--- src/rtl/amount_display_if.sv ---
// Request/done bus between a requester and the amount_display converter.
// Handshake: the requester raises update_request (sampled every rising clock edge); the
// converter answers with busy while working and a one-cycle done when the HEX outputs
// take their new values. Requests seen while busy collapse into a single follow-up.
interface amount_display_if #(
    parameter int INPUT_BIT_COUNT = 14
);
    logic [INPUT_BIT_COUNT-1:0] amount_in_ml;
    logic                       update_request;
    logic                       busy;
    logic                       done;
    logic [6:0]                 hex0;
    logic [6:0]                 hex1;
    logic [6:0]                 hex2;
    logic [6:0]                 hex3;
    logic [1:0]                 state_dbg;

    modport master (
        output amount_in_ml,
        output update_request,
        input  busy,
        input  done,
        input  hex0,
        input  hex1,
        input  hex2,
        input  hex3,
        input  state_dbg
    );

    modport slave (
        input  amount_in_ml,
        input  update_request,
        output busy,
        output done,
        output hex0,
        output hex1,
        output hex2,
        output hex3,
        output state_dbg
    );
endinterface

--- src/rtl/amount_display.sv ---
// Binary millilitre amount to four active-low seven-segment digits via iterative double-dabble.
// Optional leading-zero blanking is enabled by defining AMOUNT_DISPLAY_BLANK_EN.
module amount_display #(
    parameter int          INPUT_BIT_COUNT      = 14,
    parameter int unsigned MAXIMUM_VOLUME_IN_ML = 9999
) (
    input logic             clock,
    input logic             reset,
    amount_display_if.slave bus
);

    typedef enum logic [1:0] {
        IDLE       = 2'd0,
        CONVERTING = 2'd1,
        COMMIT     = 2'd2
    } state_t;

    localparam int CNT_W = $clog2(INPUT_BIT_COUNT + 1);
    localparam logic [CNT_W-1:0] CNT_LAST = CNT_W'(INPUT_BIT_COUNT - 1);

    localparam logic [6:0] SEG_DASH  = 7'b0111111;
    localparam logic [6:0] SEG_BLANK = 7'b1111111;
    localparam logic [6:0] SEG_ZERO  = 7'b1000000;
`ifdef AMOUNT_DISPLAY_BLANK_EN
    localparam logic [6:0] HEX_UPPER_RESET = SEG_BLANK;
`else
    localparam logic [6:0] HEX_UPPER_RESET = SEG_ZERO;
`endif

    state_t                     state;
    logic [INPUT_BIT_COUNT-1:0] bin_q;
    logic [15:0]                bcd_q;
    logic [CNT_W-1:0]           cnt_q;
    logic                       overflow_q;
    logic                       pending_q;
    logic                       busy_q;
    logic                       done_q;
    logic [6:0]                 hex0_q;
    logic [6:0]                 hex1_q;
    logic [6:0]                 hex2_q;
    logic [6:0]                 hex3_q;

    logic [15:0]                   bcd_adj;
    logic [16+INPUT_BIT_COUNT-1:0] shift_cat;
    logic                          start;
    logic                          overflow_in;
    logic [6:0]                    seg0;
    logic [6:0]                    seg1;
    logic [6:0]                    seg2;
    logic [6:0]                    seg3;

    function automatic logic [6:0] digit_to_seg(input logic [3:0] digit);
        logic [6:0] seg;
        case (digit)
            4'd0:    seg = 7'b1000000;
            4'd1:    seg = 7'b1111001;
            4'd2:    seg = 7'b0100100;
            4'd3:    seg = 7'b0110000;
            4'd4:    seg = 7'b0011001;
            4'd5:    seg = 7'b0010010;
            4'd6:    seg = 7'b0000010;
            4'd7:    seg = 7'b1111000;
            4'd8:    seg = 7'b0000000;
            4'd9:    seg = 7'b0010000;
            default: seg = SEG_BLANK;
        endcase
        return seg;
    endfunction

    // One double-dabble step: correct nibbles >= 5, then shift {bcd, binary} left.
    always_comb begin
        bcd_adj = bcd_q;
        for (int i = 0; i < 4; i++) begin
            if (bcd_q[4*i +: 4] >= 4'd5) begin
                bcd_adj[4*i +: 4] = bcd_q[4*i +: 4] + 4'd3;
            end
        end
        shift_cat = {bcd_adj, bin_q} << 1;
    end

    always_comb begin
        start = 1'b0;
        if (state == IDLE) begin
            start = bus.update_request;
        end else if (state == COMMIT) begin
            start = pending_q | bus.update_request;
        end
    end

    assign overflow_in = 32'(bus.amount_in_ml) > 32'(MAXIMUM_VOLUME_IN_ML);

    // Segment patterns for the finished conversion; only registered in COMMIT.
    always_comb begin
        seg0 = digit_to_seg(bcd_q[3:0]);
        seg1 = digit_to_seg(bcd_q[7:4]);
        seg2 = digit_to_seg(bcd_q[11:8]);
        seg3 = digit_to_seg(bcd_q[15:12]);
`ifdef AMOUNT_DISPLAY_BLANK_EN
        if (bcd_q[15:12] == 4'd0) begin
            seg3 = SEG_BLANK;
            if (bcd_q[11:8] == 4'd0) begin
                seg2 = SEG_BLANK;
                if (bcd_q[7:4] == 4'd0) begin
                    seg1 = SEG_BLANK;
                end
            end
        end
`endif
        if (overflow_q) begin
            seg0 = SEG_DASH;
            seg1 = SEG_DASH;
            seg2 = SEG_DASH;
            seg3 = SEG_DASH;
        end
    end

    always_ff @(posedge clock or posedge reset) begin
        if (reset) begin
            state      <= IDLE;
            bin_q      <= '0;
            bcd_q      <= '0;
            cnt_q      <= '0;
            overflow_q <= 1'b0;
            pending_q  <= 1'b0;
            busy_q     <= 1'b0;
            done_q     <= 1'b0;
            hex0_q     <= SEG_ZERO;
            hex1_q     <= HEX_UPPER_RESET;
            hex2_q     <= HEX_UPPER_RESET;
            hex3_q     <= HEX_UPPER_RESET;
        end else begin
            done_q <= 1'b0;
            case (state)
                IDLE: begin
                    if (start) begin
                        bin_q      <= bus.amount_in_ml;
                        bcd_q      <= '0;
                        cnt_q      <= '0;
                        overflow_q <= overflow_in;
                        busy_q     <= 1'b1;
                        state      <= CONVERTING;
                    end
                end
                CONVERTING: begin
                    bcd_q <= shift_cat[16+INPUT_BIT_COUNT-1:INPUT_BIT_COUNT];
                    bin_q <= shift_cat[INPUT_BIT_COUNT-1:0];
                    cnt_q <= cnt_q + 1'b1;
                    if (bus.update_request) begin
                        pending_q <= 1'b1;
                    end
                    if (cnt_q == CNT_LAST) begin
                        state <= COMMIT;
                    end
                end
                COMMIT: begin
                    hex0_q <= seg0;
                    hex1_q <= seg1;
                    hex2_q <= seg2;
                    hex3_q <= seg3;
                    done_q <= 1'b1;
                    if (start) begin
                        // Chained follow-up: busy stays high across the commit.
                        bin_q      <= bus.amount_in_ml;
                        bcd_q      <= '0;
                        cnt_q      <= '0;
                        overflow_q <= overflow_in;
                        pending_q  <= 1'b0;
                        state      <= CONVERTING;
                    end else begin
                        busy_q <= 1'b0;
                        state  <= IDLE;
                    end
                end
                default: state <= IDLE;
            endcase
        end
    end

    assign bus.busy      = busy_q;
    assign bus.done      = done_q;
    assign bus.hex0      = hex0_q;
    assign bus.hex1      = hex1_q;
    assign bus.hex2      = hex2_q;
    assign bus.hex3      = hex3_q;
    assign bus.state_dbg = state;

endmodule

--- src/flat_wrapper.sv ---
// flat-port wrapper written by rule: the top's interface ports become plain ports
module amount_display_flat 
#(
    parameter int          INPUT_BIT_COUNT      = 14,
    parameter int unsigned MAXIMUM_VOLUME_IN_ML = 9999
)
  (clock, reset, bus_amount_in_ml, bus_update_request, bus_busy, bus_done, bus_hex0, bus_hex1, bus_hex2, bus_hex3, bus_state_dbg);
  amount_display_if #(.INPUT_BIT_COUNT(INPUT_BIT_COUNT)) bus_i ();
  input logic clock;
  input logic reset;
  input wire logic [$bits(bus_i.amount_in_ml)-1:0] bus_amount_in_ml;
  input wire logic [$bits(bus_i.update_request)-1:0] bus_update_request;
  output wire logic [$bits(bus_i.busy)-1:0] bus_busy;
  output wire logic [$bits(bus_i.done)-1:0] bus_done;
  output wire logic [$bits(bus_i.hex0)-1:0] bus_hex0;
  output wire logic [$bits(bus_i.hex1)-1:0] bus_hex1;
  output wire logic [$bits(bus_i.hex2)-1:0] bus_hex2;
  output wire logic [$bits(bus_i.hex3)-1:0] bus_hex3;
  output wire logic [$bits(bus_i.state_dbg)-1:0] bus_state_dbg;
  assign bus_i.amount_in_ml = bus_amount_in_ml;
  assign bus_i.update_request = bus_update_request;
  assign bus_busy = bus_i.busy;
  assign bus_done = bus_i.done;
  assign bus_hex0 = bus_i.hex0;
  assign bus_hex1 = bus_i.hex1;
  assign bus_hex2 = bus_i.hex2;
  assign bus_hex3 = bus_i.hex3;
  assign bus_state_dbg = bus_i.state_dbg;
  amount_display #(.INPUT_BIT_COUNT(INPUT_BIT_COUNT), .MAXIMUM_VOLUME_IN_ML(MAXIMUM_VOLUME_IN_ML)) u_core (.clock(clock), .reset(reset), .bus(bus_i));
endmodule
--- config.mk ---
export PLATFORM = sky130hd
export DESIGN_NAME = amount_display_flat
export DESIGN_NICKNAME = d
export VERILOG_FILES = /design/src/rtl/amount_display_if.sv /design/src/rtl/amount_display.sv /design/src/flat_wrapper.sv
export SDC_FILE = /design/constraint.sdc
export NUM_CORES = 1
export LEC_CHECK = 0
export CAP_MARGIN = 20
export CORE_ASPECT_RATIO = 1.75
export CORE_MARGIN = 2
export CORE_UTILIZATION = 25
export DETAILED_ROUTE_END_ITERATION = 10
export PLACE_DENSITY = 0.5
export SYNTH_ARGS = -nofsm -noshare
export SYNTH_HDL_FRONTEND = slang
export SYNTH_SLANG_ARGS = --single-unit
--- constraint.sdc ---
create_clock -name clock -period 3.2 [get_ports clock]
set_input_delay 0.96 -clock clock [delete_from_list [all_inputs] [get_ports clock]]
set_output_delay 0.96 -clock clock [all_outputs]
set_load 0.01 [all_outputs]
== After elaboration in Yosys (flattened, before gate mapping) ==
Memories as Yosys holds them, arrays and structs flattened.
Index checks and enable logic that the tools add are counted.

* Multiply operators: 0
* Mux-type cells: 27
* Bitwise logic cells: 1
* Shift-type cells: 0
* Reductions and logical operators: 10
* Equality and inequality tests: 9
* Magnitude comparators: 5
* Divide/modulo/power cells: 0
* $add $sub $neg: 5

{| class="wikitable"
|+ Operators with widths
! cell !! number
|-
| one-hot mux 16 bit (2 select lines) || 1
|-
| two-way mux 7 bit || 4
|-
| one-hot mux 14 bit (2 select lines) || 1
|-
| greater-or-equal comparator 4 x 3 -> 1 bit, second input constant || 4
|-
| two-way mux 16 bit || 1
|-
| two-way mux 4 bit || 4
|-
| greater-than comparator 14 bit, second input constant || 1
|-
| two-way mux 14 bit || 1
|-
| adder 4 x 2 -> 4 bit, second input constant || 3
|-
| two-way mux 1 bit || 8
|-
| inequality test 2 x 1 -> 1 bit, second input constant || 4
|-
| one-hot mux 4 bit (2 select lines) || 1
|-
| one-hot mux 2 bit (3 select lines) || 1
|-
| AND reduction 2 bit || 3
|-
| AND reduction 3 bit || 2
|-
| nonzero test 2 bit || 3
|-
| adder 4 x 1 -> 4 bit, second input constant || 1
|-
| equality test 4 bit, second input constant || 1
|-
| two-way mux 2 bit || 2
|-
| inequality test 2 bit, second input constant || 2
|-
| one-hot mux 1 bit (2 select lines) || 2
|-
| adder 3 x 2 -> 3 bit, second input constant || 1
|-
| two-way mux 3 bit || 1
|-
| equality test 2 x 1 -> 1 bit, second input constant || 1
|-
| other kinds (4) || 4
|}

* Memory bits (writable): 0
* Output and inout bits: 32
* Bits in read-only memories: 448
* Bits of input ports: 17
* Register bits: 68
* Bits in latches: 0
* Memories kept: 4
* Word-level logic and storage cells: 73

{| class="wikitable"
|+ Memories
! memory !! words !! bits a word !! rd ports !! clocked after Yosys merged registers in !! write ports !! line !! text
|-
| (no name shown) || 16 || 7 || 1 || 0 || 0 || amount_display.sv:54 || <nowiki>case (digit)</nowiki>
|-
| (no name shown) || 16 || 7 || 1 || 0 || 0 || amount_display.sv:54 ||
|-
| (no name shown) || 16 || 7 || 1 || 0 || 0 || amount_display.sv:54 ||
|-
| (no name shown) || 16 || 7 || 1 || 0 || 0 || amount_display.sv:54 ||
|}

== Logic depth before layout (Yosys ltp) ==
Gate-level depths: netlist (run 1).

* Word-level depth: 5
* Mapped depth: 6
* Depth with buffers taken out: 6

== Least setup slack after synthesis (run 1) ==
OpenSTA, ideal clock, no wires.

* Path kind: input-to-reg
* Start point: input bus_amount_in_ml[7]
* End point: register u_core.overflow_q
* Path buffers: 0
* Cell stages on the path: 4
* Path slack: 1.447 ns
* Data required time: 3.061 ns
* Arrival time: 1.613 ns
* Library setup time: 0.139 ns
* Cells stage by stage: nor4_1 > nor2_1 > o311ai_0 > o21ai_0

* Cells in the longest elaborated chain, start to end: 1

{| class="wikitable"
|+ Ends and longest elaborated chain
! what !! line !! text
|-
| start, declared || flat_wrapper.sv:11 || <nowiki>input wire logic [$bits(bus_i.amount_in_ml)-1:0] bus_amount_in_ml;</nowiki>
|-
| greater-than comparator 14 bit || amount_display.sv:90 || <nowiki>assign overflow_in = 32'(bus.amount_in_ml) > 32'(MAXIMUM_VOLUME_IN_ML);</nowiki>
|-
| end signal, assigned || amount_display.sv:139 || <nowiki>overflow_q <= overflow_in;</nowiki>
|-
| end signal, assigned || amount_display.sv:166 || <nowiki>overflow_q <= overflow_in;</nowiki>
|-
| end, declared || amount_display.sv:34 || <nowiki>logic overflow_q;</nowiki>
|}

No other way between the ends.
A chain may end at the register's enable or synchronous reset.

== Worst setup path after layout (run 1) ==
* Start point: register u_core.state[0], in the netlist u_core.bus.state_dbg[0]
* End point: output bus_state_dbg[0]

{| class="wikitable"
|+ RTL lines
! what !! line !! text
|-
| start, declared || amount_display.sv:30 || <nowiki>state_t state;</nowiki>
|-
| start signal, assigned || amount_display.sv:119 || <nowiki>state <= IDLE;</nowiki>
|-
| start signal, assigned || amount_display.sv:141 || <nowiki>state <= CONVERTING;</nowiki>
|-
| start signal, assigned || amount_display.sv:152 || <nowiki>state <= COMMIT;</nowiki>
|-
| end, declared || flat_wrapper.sv:19 || <nowiki>output wire logic [$bits(bus_i.state_dbg)-1:0] bus_state_dbg;</nowiki>
|}

No word-level cell between the ends.

==> metrics, run 1 <==
R2R Path Start u_core.bus.state_dbg[0]; initial antenna violation count 0; # setup viols final 0; io pins 49; cell area after synthesis approximately 3700 µm²; Yosys reg bits between 60 and 70; Final HPWL DP 6070 µm; antenna cells 0; CP max stage cell clkdlybuf4s50_1; Async SR Flop Fraction 100%; RSZ-0062 raised after global routing false; via count 2839; crit end category output port; worst hold margin 0.473 ns; fin. max-slew vios 0; Layout area overhead 25.0%; Worst VDD drop 0.335 mV; FILL cells 1531; Crit path max-delay family buffers and inverters; initial DRC count 160; Reg-to-Reg End u_core.cnt_q[3]; CP required between 2 and 2.5 ns; CTS buffer count 9; Max Clock Freq slightly above 400 MHz; crit path launch u_core.bus.state_dbg[0]; cells after synthesis a little under 400; post-route clock period utilization between 70% and 80%; via/cell ratio 4.60; CP max stage delay just over 0.6 ns; chip width around 96 µm; Initial Utilization around 26%; DRT Wirelength 8520 µm; WL/cell roughly 14 µm; ratio of cells with drive above 1 in the final layout approximately a tenth; EDFF count, synth 0; Final ANT Viol Nets 0; GP Congestion ~0.80; Post-Syn Nets around 430; IO Port Bufs 48; commonest non-fill, non-tap cells in the layout 64 x dfrtp_1, 48 x clkdlybuf4s50_1, 45 x nor2_1; Hold Buf Count CTS 0; Arr. time, crit path between 1 and 1.5 ns; clock buffer depth 2; max-cap violations 0; post-cts resize count 0; postcts setup bufs 0; peak fanout along the critical path 7; pin count of the biggest net entering global routing 59; H-tree depth 3; Sink Count slightly below 70; Avg Cell Area, Syn around 9.5 µm²; CTS tree built; Worst Tran Pin Value 0.490 ns; crit-path cells clkdlybuf4s50_1; Core Footprint between 10000 and 15000 µm²; GR Overflow Total 0; root buf cell clkbuf_16; Cell variety after synth 42; FP Rows just under 60; GRT Util Overall 11.9%; worst reg-to-reg setup slack between 1 and 1.5 ns; P per Cell Area approximately 1000 nW/µm²; final hold vios 0; Residual DRC 0; synth warn 0; vias in the first global route slightly below 3000; Slew headroom between 60% and 70%; final setup TNS 0 ns; CP Depth 1; first-pass GRT wire length 14400 µm; startpoint types register; buffer and inverter count on the worst path 1; clock transition at the registers of the reported paths roughly 0.05 ns; HP Class reg2reg; critical setup path kind reg2out; total die area around 16000 µm²; final setup skew 0.00625 ns; commonest non-fill, non-tap cell in the layout dfrtp_1; worst r2r path cells 6; Worst Setup EP bus_state_dbg[0]; status completed; chip height 164 µm; sequential share of the synthesized area 46.5%; leakage roughly 2.0 nW; final-stage net count between 400 and 500; DR pass1 iterations 4; Primary FF master, synth dfrtp_1; min Tclk post-route roughly 2.4 ns; Clock Latency Late Sink 0.33 ns
[registers in the layout, indices dropped and copies added (netlist names)]
register and flops:
u_core.bus.busy 1, u_core.bus.hex0 7, u_core.cnt_q 4, u_core.bcd_q 16, u_core.bus.done 1, u_core.overflow_q 1
u_core.bus.state_dbg 2, u_core.pending_q 1, u_core.bus.hex2 7, u_core.bus.hex1 7, u_core.bus.hex3 7, u_core.bin_q 14
[worst min path at each step]
stage,from,to,slack [ns],cells after the start
after CTS,u_core.bin_q[4],u_core.bin_q[4],0.48,2
after floorplan,u_core.bin_q[13],u_core.bcd_q[0],0.45,2
after detailed placement,u_core.bin_q[4],u_core.bin_q[4],0.46,2
after global routing,u_core.bus.hex3[6],u_core.bus.hex3[6],0.50,2
after global placement,u_core.bin_q[7],u_core.bin_q[7],0.46,2
final,u_core.bin_q[4],u_core.bin_q[4],0.47,2
[power by group]
part           internal (mW)  switching, mW
Clock                  0.588          0.354
Combinational           1.04           1.12
Sequential              1.22          0.417
Total                   2.85           1.89
[per-layer routing]
metal / global-route usage, % / vias up / part of all wire, %
met4: 5.19 / 0 / 2.2
met3: 2.29 / 12 / 3.2
met1: 13.9 / 1344 / 43
met2: 20.6 / 46 / 52
met5: 0 / - / 0
li1: - / 1437 / -
[cell usage after synthesis (all sizes together) (2+ instances only)]
master	number	area, µm²
o21ai	38	228
a22oi	3	22.5
nand2b	6	40.0
a31oi	4	25.0
mux2i	15	150
nor3b	4	35.0
o22a	10	87.6
o21bai	3	22.5
clkbuf	2	7.51
nand3	7	35.0
dfstp	4	105
a21o	2	15.0
o31ai	2	15.0
o311ai	8	70.1
nor2	45	169
inv	18	67.6
xnor2	4	35.0
ha	22	275
nand2	48	190
a21oi	36	180
o22ai	8	50.1
xor2	5	43.8
buf	19	135
dfrtp	64	1600
[tightest hold or removal path: cells and delay by family (launching register included)]
family / cells / cell delay, ns
flops: 1 / 0.34
simple gates: 1 / 0.06
compound gates: 1 / 0.05
[final cells by class]
class	count	area, µm²	share of cell area [%]
timing repair buffer	56	553	12.1
multi-input combinational	279	1750	38.2
tap	180	225	4.91
inverter	18	67.6	1.47
sequential	68	1710	37.2
clock buffer	15	278	6.06
clock inverter	1	5.00	0.109
[kinds of logic after synthesis]
group / share of synthesized area, %
adders and majority gates: 7.51
muxes: 4.09
buffers and inverters: 5.73
and+or+nand+nor: 13.8
AOI/OAI and AO/OA: 20.2
DFF: 46.5
xor gates and xnor gates: 2.15
[per-stage QoR]
stage                     utilization [%]  worst slack [ns]  cells  area (µm²)  power [mW]
final                                31.9             0.768    617        4590        4.75
after global routing                 31.9             0.681    617        4590        5.19
after CTS                            31.9             0.733    617        4590        4.82
after detailed placement             29.9             0.777    601        4300        3.85
after global placement               29.9             0.818    601        4300        3.81
after floorplan                         -             0.535    386        3670        3.19
Note: power is estimated with default switching activity, not from simulation.
==> inputs of run 2 (changes only) <==
==> constraint.sdc (replaced) <==
create_clock -name clock -period 2.3 [get_ports clock]
set_input_delay 0.69 -clock clock [delete_from_list [all_inputs] [get_ports clock]]
set_output_delay 0.69 -clock clock [all_outputs]
set_load 0.01 [all_outputs]
==> run 2 against run 1 <==
Against the previous run:
- hold slack better by 0.0018 ns
- sequential share of layout area is 0.83 points lower
- total power is 46% higher
- sequential cell count stayed put
- sequential power is 38% higher
- combinational power is 41% higher
- clock skew is 0.0023 ns lower
- via count is 2.1% higher
- routed wire length is 0.22% lower
- critical path type unchanged
- critical endpoint is now bus_state_dbg[1]
==> metrics, run 2 (same netlist as run 1, synthesis figures left out) <==
status completed; GR Util met2 20.1%; leakage slightly above 2 nW; Initial Utilization 25.5%; IO Port Bufs between 40 and 50; post-route clock period utilization just over 90%; total die area between 15000 and 20000 µm²; buffer and inverter count on the worst path 1; Hold Path Origin u_core.bin_q[6]; max-cap violations 0; GP Congestion 0.754; peak fanout along the critical path 8; CP max stage cell clkdlybuf4s50_1; vias in the first global route approximately 2900; chip height about 160 µm; Slew headroom between 50% and 60%; CP required ~1.6 ns; io pins between 40 and 50; RSZ-0062 raised after global routing false; Layout area overhead 27.9%; root buf cell clkbuf_16; Regs by FF count u_core.bcd_q (16), u_core.bin_q (14); Reg area 1710 µm²; Clock Latency Late Sink about 0.33 ns; post-cts resize count 0; Final ANT Viol Nets 0; crit-path cells clkdlybuf4s50_1; first-pass GRT wire length around 14000 µm; Core Footprint 14400 µm²; Worst Tran Pin Value 0.622 ns; Multi-input gate area around 1800 µm²; clock transition at the registers of the reported paths approximately 0.06 ns; DR pass1 iterations 4; initial DRC count 102; commonest non-fill, non-tap cells in the layout 64 x dfrtp_1, 48 x clkdlybuf4s50_1, 45 x nor2_1; final-stage net count roughly 470; Reg with most FFs u_core.bcd_q; worst hold margin ~0.48 ns; CTS buffer count 9; ratio of cells with drive above 1 in the final layout a little over a tenth; Final HPWL DP roughly 6200 µm; Worst VDD drop between 0.4 and 0.5 mV; Hold Buf Count CTS 0; HP Class reg2reg; CP max stage delay ~0.60 ns; pin count of the biggest net entering global routing 30; utilization after layout approximately a third; critical setup path kind reg2out; final hold vios 0; Crit path max-delay family buffers and inverters; R2R Path Start u_core.bus.state_dbg[0]; min Tclk post-route roughly 2.1 ns; FILL cells between 1500 and 2000; FP Rows between 50 and 60; antenna cells 0; via/cell ratio ~4.7; initial antenna violation count 0; Worst Hold Depth 2; busiest layer in global routing met2; clock buffer depth 2; P per Cell Area 1480 nW/µm²; commonest non-fill, non-tap cell in the layout dfrtp_1; via count 2898; Residual DRC 0; Max Clock Freq roughly 480 MHz; DRT Wirelength ~8500 µm; crit path launch u_core.bus.state_dbg[1]; startpoint types register; postcts setup bufs 0; crit end category output port; CTS tree built; final setup skew ~0.004 ns; GR Overflow Total 0; worst reg-to-reg setup slack slightly below 0.6 ns; chip width roughly 96 µm; Reg-to-Reg End u_core.bcd_q[14]; grt met1 use 14.0%; final setup TNS 0 ns; WL/cell 13.8 µm; hold path endpoint u_core.bin_q[6]; met3 Resource Use GR ~2.3%; H-tree depth 3; # setup viols final 0; fin. max-slew vios 0; Arr. time, crit path between 1 and 1.5 ns; number of flip-flops in the largest register 16; worst r2r path cells 5; Sink Count 68; GRT Util Overall roughly an eighth
==> run 2: area by class of cell <==
type	count	share of cell area [%]
Tap cell	180	4.80
Timing Repair Buffer	57	12.5
Inverter	18	1.52
Multi-Input combinational cell	279	37.3
Clock inverter	4	2.03
Clock buffer	12	5.47
Sequential cell	68	36.4
==> run 2: where the power goes <==
group | leakage, nW | internal [mW] | switching, mW | total, mW
logic | 1.03 | 1.49 | 1.58 | 3.07
clock network | 0.173 | 1.12 | 0.501 | 1.62
registers | 0.854 | 1.70 | 0.562 | 2.26
total | 2.05 | 4.30 | 2.65 | 6.95
==> run 2: through the flow <==
| step | cell area (µm²) | total power [mW] | setup slack, ns | cells |
|---|---|---|---|---|
| floorplan | 3670 | 4.44 | 0.815 | 386 |
| finish | 4690 | 6.95 | 0.196 | 618 |
| global placement | 4340 | 5.31 | 0.206 | 602 |
| detailed placement | 4340 | 5.39 | 0.144 | 602 |
| CTS | 4690 | 7.05 | 0.161 | 618 |
| global route | 4690 | 7.55 | 0.131 | 618 |
==> run 2: metal layers <==
| layer | up-vias | wire length [µm] |
|---|---|---|
| met2 | 42 | 4560 |
| met4 | 0 | 159 |
| met1 | 1403 | 3510 |
| met5 | - | 0 |
| met3 | 10 | 276 |
| li1 | 1443 | - |
==> run 2: how the worst max path moves through the flow <==
stage	end	slack, ns	cells past startpoint
4_1_cts	bus_state_dbg[1]	0.16	1
6_report	bus_state_dbg[1]	0.20	1
5_1_grt	bus_state_dbg[1]	0.13	1
3_5_place_dp	u_core.bcd_q[13]	0.14	4
2_1_floorplan	u_core.bcd_q[7]	0.82	6
3_3_place_gp	u_core.overflow_q	0.21	5
==> inputs of run 3 (changes only) <==
--- a/config.mk
+++ b/config.mk
@@ -5,7 +5,7 @@
 export SDC_FILE = /design/constraint.sdc
 export NUM_CORES = 1
 export LEC_CHECK = 0
-export CAP_MARGIN = 20
+export CAP_MARGIN = 10
 export CORE_ASPECT_RATIO = 1.75
 export CORE_MARGIN = 2
 export CORE_UTILIZATION = 25
==> results of run 3 <==
Final layout, timing and power as in run 2 (identical DEF).
